File: src/rtl/uart_pkg.sv
// uart_pkg: shared types, constants and sizing helpers for the UART transmit
// and receive sides.
package uart_pkg;

   // Transmit frame sequencer states
   typedef enum logic [1:0] {
      IDLE,
      START,
      DATA,
      STOP
   } tx_state_t;

   localparam int   DATA_BITS  = 8;
   localparam logic STOP_LEVEL = 1'b1;

   // Clock cycles per bit; integer division truncates toward zero
   function automatic int calcDivisor(input int clkHz, input int baud);
      return clkHz / baud;
   endfunction

   // Baud counter width; never narrower than one bit
   function automatic int calcCountWidth(input int divisor);
      return (divisor <= 2) ? 1 : $clog2(divisor);
   endfunction

endpackage

File: src/rtl/uart_tx_port_if.sv
// uart_tx_port_if: CPU-side write handshake plus the serial line of the
// transmit port. The CPU is the master; the transmitter is the slave.
interface uart_tx_port_if;

   logic                          writeTX;
   logic [uart_pkg::DATA_BITS-1:0] TXchar;
   logic                          TXempty;
   logic                          TxD;

   modport master (
      output writeTX,
      output TXchar,
      input  TXempty,
      input  TxD
   );

   modport slave (
      input  writeTX,
      input  TXchar,
      output TXempty,
      output TxD
   );

endinterface

File: src/rtl/uart_baud_gen.sv
// uart_baud_gen: free-running bit-period counter. o_tick marks the last cycle
// of each bit period; i_clear restarts the period so a frame begins aligned.
// Shared by the transmit and receive sides.
module uart_baud_gen
   import uart_pkg::*;
#(
   parameter int DIVISOR = 434
)
(
   input  logic Clock,
   input  logic Reset,
   input  logic i_clear,
   output logic o_tick
);

   localparam int                CNT_W = calcCountWidth(DIVISOR);
   localparam logic [CNT_W-1:0]  LAST  = CNT_W'(DIVISOR - 1);

   logic [CNT_W-1:0] r_count;

   // Count 0..DIVISOR-1, restarting on clear or at the end of each period
   always_ff @(posedge Clock) begin
      if (Reset || i_clear) begin
         r_count <= '0;
      end else if (r_count == LAST) begin
         r_count <= '0;
      end else begin
         r_count <= r_count + CNT_W'(1);
      end
   end

   assign o_tick = (r_count == LAST);

endmodule

File: src/rtl/uart_tx_port.sv
// uart_tx_port: 8N1 serial transmitter for the CPU's RS-232 IO device.
// Build option UART_TX_FIFO_EN: adds a FIFO_DEPTH-entry holding FIFO in front
// of the shifter; without it a single byte is buffered and writes made while
// busy are dropped.
module uart_tx_port
   import uart_pkg::*;
#(
   parameter int CLK_HZ  = 50000000,
   parameter int BAUD    = 115200,
   parameter int DIVISOR = calcDivisor(CLK_HZ, BAUD)
`ifdef UART_TX_FIFO_EN
   ,parameter int FIFO_DEPTH = 4
`endif
)
(
   input  logic          Clock,
   input  logic          Reset,
   uart_tx_port_if.slave bus
);

   localparam int              BIT_W    = $clog2(DATA_BITS);
   localparam logic [BIT_W-1:0] LAST_BIT = BIT_W'(DATA_BITS - 1);

   tx_state_t            r_state;
   logic [DATA_BITS-1:0] r_shift;
   logic [BIT_W-1:0]     r_bitCnt;
   logic                 r_txd;

   logic                 w_tick;
   logic                 w_accept;
   logic                 w_avail;
   logic                 w_pop;
   logic                 w_txEmpty;
   logic [DATA_BITS-1:0] w_nextByte;

   assign w_accept = bus.writeTX && w_txEmpty;

   // A byte is taken into the shifter from IDLE, or at the end of a stop bit
   // so the next start bit follows with no idle gap. Every pop enters START.
   assign w_pop = w_avail &&
                  ((r_state == IDLE) || ((r_state == STOP) && w_tick));

   uart_baud_gen #(
      .DIVISOR (DIVISOR)
   ) u_baudGen (
      .Clock   (Clock),
      .Reset   (Reset),
      .i_clear (w_pop),
      .o_tick  (w_tick)
   );

`ifdef UART_TX_FIFO_EN
   localparam int PTR_W = $clog2(FIFO_DEPTH) + 1;

   logic [DATA_BITS-1:0] r_fifoMem [FIFO_DEPTH];
   logic [PTR_W-1:0]     r_wrPtr;
   logic [PTR_W-1:0]     r_rdPtr;
   logic                 w_full;
   logic                 w_empty;

   assign w_empty    = (r_wrPtr == r_rdPtr);
   assign w_full     = (r_wrPtr[PTR_W-1] != r_rdPtr[PTR_W-1]) &&
                       (r_wrPtr[PTR_W-2:0] == r_rdPtr[PTR_W-2:0]);
   assign w_txEmpty  = !w_full;
   assign w_avail    = !w_empty;
   assign w_nextByte = r_fifoMem[r_rdPtr[PTR_W-2:0]];

   // Holding FIFO; a write and a pop on the same edge are both honoured
   always_ff @(posedge Clock) begin
      if (Reset) begin
         r_wrPtr <= '0;
         r_rdPtr <= '0;
      end else begin
         if (w_accept) begin
            r_fifoMem[r_wrPtr[PTR_W-2:0]] <= bus.TXchar;
            r_wrPtr                       <= r_wrPtr + PTR_W'(1);
         end
         if (w_pop) begin
            r_rdPtr <= r_rdPtr + PTR_W'(1);
         end
      end
   end
`else
   logic                 r_holdValid;
   logic [DATA_BITS-1:0] r_holdData;
   logic                 r_txEmpty;

   assign w_txEmpty  = r_txEmpty;
   assign w_avail    = r_holdValid;
   assign w_nextByte = r_holdData;

   // Single-byte buffer; the port stays busy from acceptance to the end of
   // the stop bit, so writes during a frame are ignored
   always_ff @(posedge Clock) begin
      if (Reset) begin
         r_holdValid <= 1'b0;
         r_holdData  <= '0;
         r_txEmpty   <= 1'b1;
      end else if (w_accept) begin
         r_holdValid <= 1'b1;
         r_holdData  <= bus.TXchar;
         r_txEmpty   <= 1'b0;
      end else if (w_pop) begin
         r_holdValid <= 1'b0;
      end else if ((r_state == STOP) && w_tick) begin
         r_txEmpty   <= 1'b1;
      end
   end
`endif

   // Frame sequencer with a registered line output
   always_ff @(posedge Clock) begin
      if (Reset) begin
         r_state  <= IDLE;
         r_shift  <= '0;
         r_bitCnt <= '0;
         r_txd    <= 1'b1;
      end else begin
         case (r_state)
            IDLE: begin
               r_txd <= 1'b1;
               if (w_pop) begin
                  r_shift  <= w_nextByte;
                  r_bitCnt <= '0;
                  r_txd    <= 1'b0;
                  r_state  <= START;
               end
            end
            START: begin
               if (w_tick) begin
                  r_txd   <= r_shift[0];
                  r_state <= DATA;
               end
            end
            DATA: begin
               if (w_tick) begin
                  r_bitCnt <= r_bitCnt + BIT_W'(1);
                  if (r_bitCnt == LAST_BIT) begin
                     r_txd   <= STOP_LEVEL;
                     r_state <= STOP;
                  end else begin
                     r_shift <= r_shift >> 1;
                     r_txd   <= r_shift[1];
                  end
               end
            end
            STOP: begin
               if (w_tick) begin
                  if (w_pop) begin
                     r_shift  <= w_nextByte;
                     r_bitCnt <= '0;
                     r_txd    <= 1'b0;
                     r_state  <= START;
                  end else begin
                     r_txd    <= 1'b1;
                     r_state  <= IDLE;
                  end
               end
            end
            default: begin
               r_txd   <= 1'b1;
               r_state <= IDLE;
            end
         endcase
      end
   end

   assign bus.TxD     = r_txd;
   assign bus.TXempty = w_txEmpty;

endmodule

File: src/flat_wrapper.sv
// flat-port wrapper written by rule: the top's interface ports become plain ports
module uart_tx_port_flat import uart_pkg::*;
#(
   parameter int CLK_HZ  = 50000000,
   parameter int BAUD    = 115200,
   parameter int DIVISOR = calcDivisor(CLK_HZ, BAUD)

)
  (Clock, Reset, bus_writeTX, bus_TXchar, bus_TXempty, bus_TxD);
  uart_tx_port_if bus_i ();
  input  logic Clock;
  input  logic Reset;
  input wire logic [$bits(bus_i.writeTX)-1:0] bus_writeTX;
  input wire logic [$bits(bus_i.TXchar)-1:0] bus_TXchar;
  output wire logic [$bits(bus_i.TXempty)-1:0] bus_TXempty;
  output wire logic [$bits(bus_i.TxD)-1:0] bus_TxD;
  assign bus_i.writeTX = bus_writeTX;
  assign bus_i.TXchar = bus_TXchar;
  assign bus_TXempty = bus_i.TXempty;
  assign bus_TxD = bus_i.TxD;
  uart_tx_port #(.CLK_HZ(CLK_HZ), .BAUD(BAUD), .DIVISOR(DIVISOR)) u_core (.Clock(Clock), .Reset(Reset), .bus(bus_i));
endmodule
File: config.mk
export PLATFORM = sky130hd
export DESIGN_NAME = uart_tx_port_flat
export DESIGN_NICKNAME = d
export VERILOG_FILES = /design/src/rtl/uart_pkg.sv /design/src/rtl/uart_tx_port_if.sv /design/src/rtl/uart_baud_gen.sv /design/src/rtl/uart_tx_port.sv /design/src/flat_wrapper.sv
export SDC_FILE = /design/constraint.sdc
export NUM_CORES = 1
export LEC_CHECK = 0
export ABC_AREA = 0
export ABC_CLOCK_PERIOD_IN_PS = 4860
export CORE_UTILIZATION = 40
export CTS_BUF_LIST = sky130_fd_sc_hd__clkbuf_16
export DETAILED_ROUTE_END_ITERATION = 7
export GPL_ROUTABILITY_DRIVEN = 0
export HOLD_SLACK_MARGIN = 0.02
export PLACE_DENSITY_LB_ADDON = 0.15
export REMOVE_ABC_BUFFERS = 1
export SLEW_MARGIN = 20
export SYNTH_ARGS = -nofsm -noshare
export SYNTH_HDL_FRONTEND = slang
export SYNTH_SLANG_ARGS = --single-unit
File: constraint.sdc
create_clock -name Clock -period 4.86 [get_ports Clock]
set_input_delay 0.972 -clock Clock [delete_from_list [all_inputs] [get_ports Clock]]
set_output_delay 0.972 -clock Clock [all_outputs]
set_load 0.01 [all_outputs]
==> metrics.md <==
| Metric | Value |
|---|---|
| Status | completed |
| Most numerous cell in the Yosys netlist | dfxtp_1 |
| Fin nets | 209 |
| Power Total | 960 uW |
| Top cells by count, synth | dfxtp_1 (33), nand2_1 (24), a21oi_1 (17) |
| Reg-to-reg startpoint | u_core.r_state[0] |
| P_leak | 0.686 nW |
| Post-synth EDFFs | 0 |
| Initial antenna violation count | 0 |
| End of the critical path | u_core.u_baudGen.r_count[4] |
| Fin area | 1930 um2 |
| Vias | 1233 |
| RSZ-0062 raised after global routing | false |
| Hold depth | 2 |
| Count of input and output buffers | 12 |
| Root Driver | clkbuf_16 |
| Number of global-route vias before repair | 1142 |
| Fill count | 344 |
| Post-placement cell area | 1760 um2 |
| Critical path's slowest cell | clkdlybuf4s50_1 |
| FFs w/ async S/R, synth | 0 |
| Req. time, crit path | 4.99 ns |
| Antenna Nets Post-Route | 0 |
| Yosys top cell by area | dfxtp_1 |
| Slew headroom | 0.474 |
| Via density | 5.20 |
| WL met3 | 106 um |
| Kind of critical path | primary input to register |
| Final setup viols | 0 |
| Hold crit path type | register to register |
| PwrDens | 498 nW/um2 |
| Die width | 65.7 um |
| Rows | 22 |
| TNS Setup | 0 ns |
| Final Skew | 0.00194 ns |
| Syn-to-layout area delta | 18.6% |
| Maximum VDD drop | 0.233 mV |
| Terminus of the critical flop-to-flop path | u_core.r_bitCnt[1] |
| First-pass GRT wire length | 5310 um |
| Seq/Total Area, Yosys | 0.406 |
| Main synth FF type | dfxtp_1 |
| Worst-Skew Late Latency | 0.27 ns |
| Final core utilization | 0.511 |
| Post-Route WL | 3050 um |
| Worst-path cell chain | clkdlybuf4s50_1, buf_4, inv_1, o211ai_1, nor2_1 |
| Drt pass-1 iters | 4 |
| Die ar. | 4320 um2 |
| Max incr delay on CP | 0.45 ns |
| FF-to-FF setup slack | 2.70 ns |
| Ant diodes | 0 |
| Total Routing Usage GR | 0.163 |
| Cts hold-fix bufs | 0 |
| Number of synthesized register bits | 33 |
| Clock-pin slew on the worst setup and hold paths | 0.05 ns |
| Worst Path Max Fanout | 24 |
| Routed met1 length | 1560 um |
| Fin. Hold Viols | 0 |
| Pre-CTS WS | 2.41 ns |
| Setup repair bufs after CTS | 0 |
| Top-area cell type share of the netlist area | 0.406 |
| Setup crit end kind | register |
| Setup crit start | Reset |
| Tcrit/Tclk final | 0.448 |
| Fin crit period | 2.18 ns |
| CTS max path bufs | 2 |
| Max-slew violations | 0 |
| Synth area leaders | dfxtp_1 (41%), ha_1 (7.7%), mux2i_1 (5.5%), nand2_1 (5.5%), a211oi_2 (5.4%) |
| HPWL after DPL | 2170 um |
| Synth warn | 0 |
| Post-Synthesis Mean Instance Area | 9.23 um2 |
| Initial Util | 0.431 |
| Unique cell type count in the Yosys netlist | 38 |
| R2R cell count | 6 |
| Die height | 65.7 um |
| CTS tree | built |
| Layout cell share with drive strength beyond 1 | 0.106 |
| Top routing layer in use | met4 |
| Critical path arrival | 2.31 ns |
| Routed len/inst | 12.9 um |
| Max cap viols | 0 |
| Tightest Pin Transition | 0.790 ns |
| H-tree depth | 2 |
| GRT overflow | 0 |
| Worst setup margin | 2.68 ns |
| Resized cells post-CTS | 0 |
| Drt initial violations | 80 |
| Cells after Synth | 176 |
| # IOs | 13 |
| CTS Buf Count | 5 |
| Core ar. | 3770 um2 |
| Synthesized cell area | 1630 um2 |
| Pin count of the biggest net entering global routing | 25 |
| Max frequency | 0.459 GHz |
| # DRC | 0 |
| Met2 WL | 1340 um |
| Critical Path Start Type | primary input |
| Clk sink count | 33 |
[report_power, final]
group / switching [mW] / leakage (nW) / total (mW) / internal [mW]
Clock: 0.112 / 0.0775 / 0.351 / 0.240
Sequential: 0.0283 / 0.270 / 0.340 / 0.312
Combinational: 0.149 / 0.339 / 0.268 / 0.120
[layer usage]
metal / vias up / track usage
met4: 0 / 0.0571
li1: 638 / -
met2: 20 / 0.251
met3: 5 / 0.0469
met1: 570 / 0.215
met5: - / 0
[layout make-up]
class / count / area [um2] / share of cell area
clock inverters: 3 / 41.3 / 0.0214
flip-flops and latches: 33 / 661 / 0.343
multi-input cells: 128 / 886 / 0.460
well taps: 48 / 60.1 / 0.0312
inverters: 7 / 26.3 / 0.0136
clock buffers: 5 / 125 / 0.0649
repair buffers: 13 / 128 / 0.0662
[state kept, by name, summed over array words and instances, names as in the netlist]
signal,flops
u_core.r_state,2
u_core.r_holdData,8
u_core.r_bitCnt,3
u_core.bus.TxD,1
u_core.r_shift,8
u_core.bus.TXempty,1
u_core.u_baudGen.r_count,9
u_core.r_holdValid,1
[cell usage in the layout, fill, tap and decap left out, drive strengths merged, types with 2 or more instances in the layout]
| master | Yosys | routed |
|---|---|---|
| o21ai | 6 | 6 |
| clkbuf | 5 | 5 |
| mux2i | 9 | 9 |
| dfxtp | 33 | 33 |
| o211ai | 2 | 2 |
| and2 | 3 | 3 |
| inv | 7 | 7 |
| xnor2 | 3 | 3 |
| ha | 10 | 10 |
| nor2 | 16 | 16 |
| a22oi | 2 | 2 |
| a21oi | 17 | 17 |
| clkdlybuf4s50 | 0 | 12 |
| a211oi | 8 | 8 |
| nor4b | 2 | 2 |
| a31oi | 2 | 2 |
| a21boi | 2 | 2 |
| nand3 | 5 | 5 |
| nand2 | 24 | 24 |
| xor2 | 3 | 3 |
[logic make-up (layout without fill, tap and decap cells)]
kind of cell	count (synthesis)	in the layout	share of synthesized area
simple gates	58	58	0.176
flops	33	33	0.406
buf+inv	15	28	0.0485
xor+xnor	6	6	0.0323
compound gates	45	45	0.205
mux	9	9	0.0554
fa+ha+maj	10	10	0.0770
[metrics by stage]
step | std cells | hold slack [ns]
floorplan | 168 | 0.428
global placement | 229 | 0.443
detailed placement | 229 | 0.452
CTS | 237 | 0.459
global route | 237 | 0.471
finish | 237 | 0.457
[worst min-delay path by stage]
stage                         startpoint                   end  slack [ns]
floorplan              u_core.r_shift[7]     u_core.r_shift[7]        0.43
global placement    u_core.r_holdData[2]  u_core.r_holdData[2]        0.44
detailed placement     u_core.r_shift[7]     u_core.r_shift[7]        0.45
CTS                 u_core.r_holdData[5]  u_core.r_holdData[5]        0.46
global route        u_core.r_holdData[5]  u_core.r_holdData[5]        0.47
finish              u_core.r_holdData[5]  u_core.r_holdData[5]        0.46
[critical path: cells and delay by family]
family	cells	cell delay [ns]
buffers and inverters	3	0.86
AO/OA/AOI/OAI	1	0.37
AND/OR/NAND/NOR	1	0.11
Note: power is estimated with default switching activity, not from simulation.
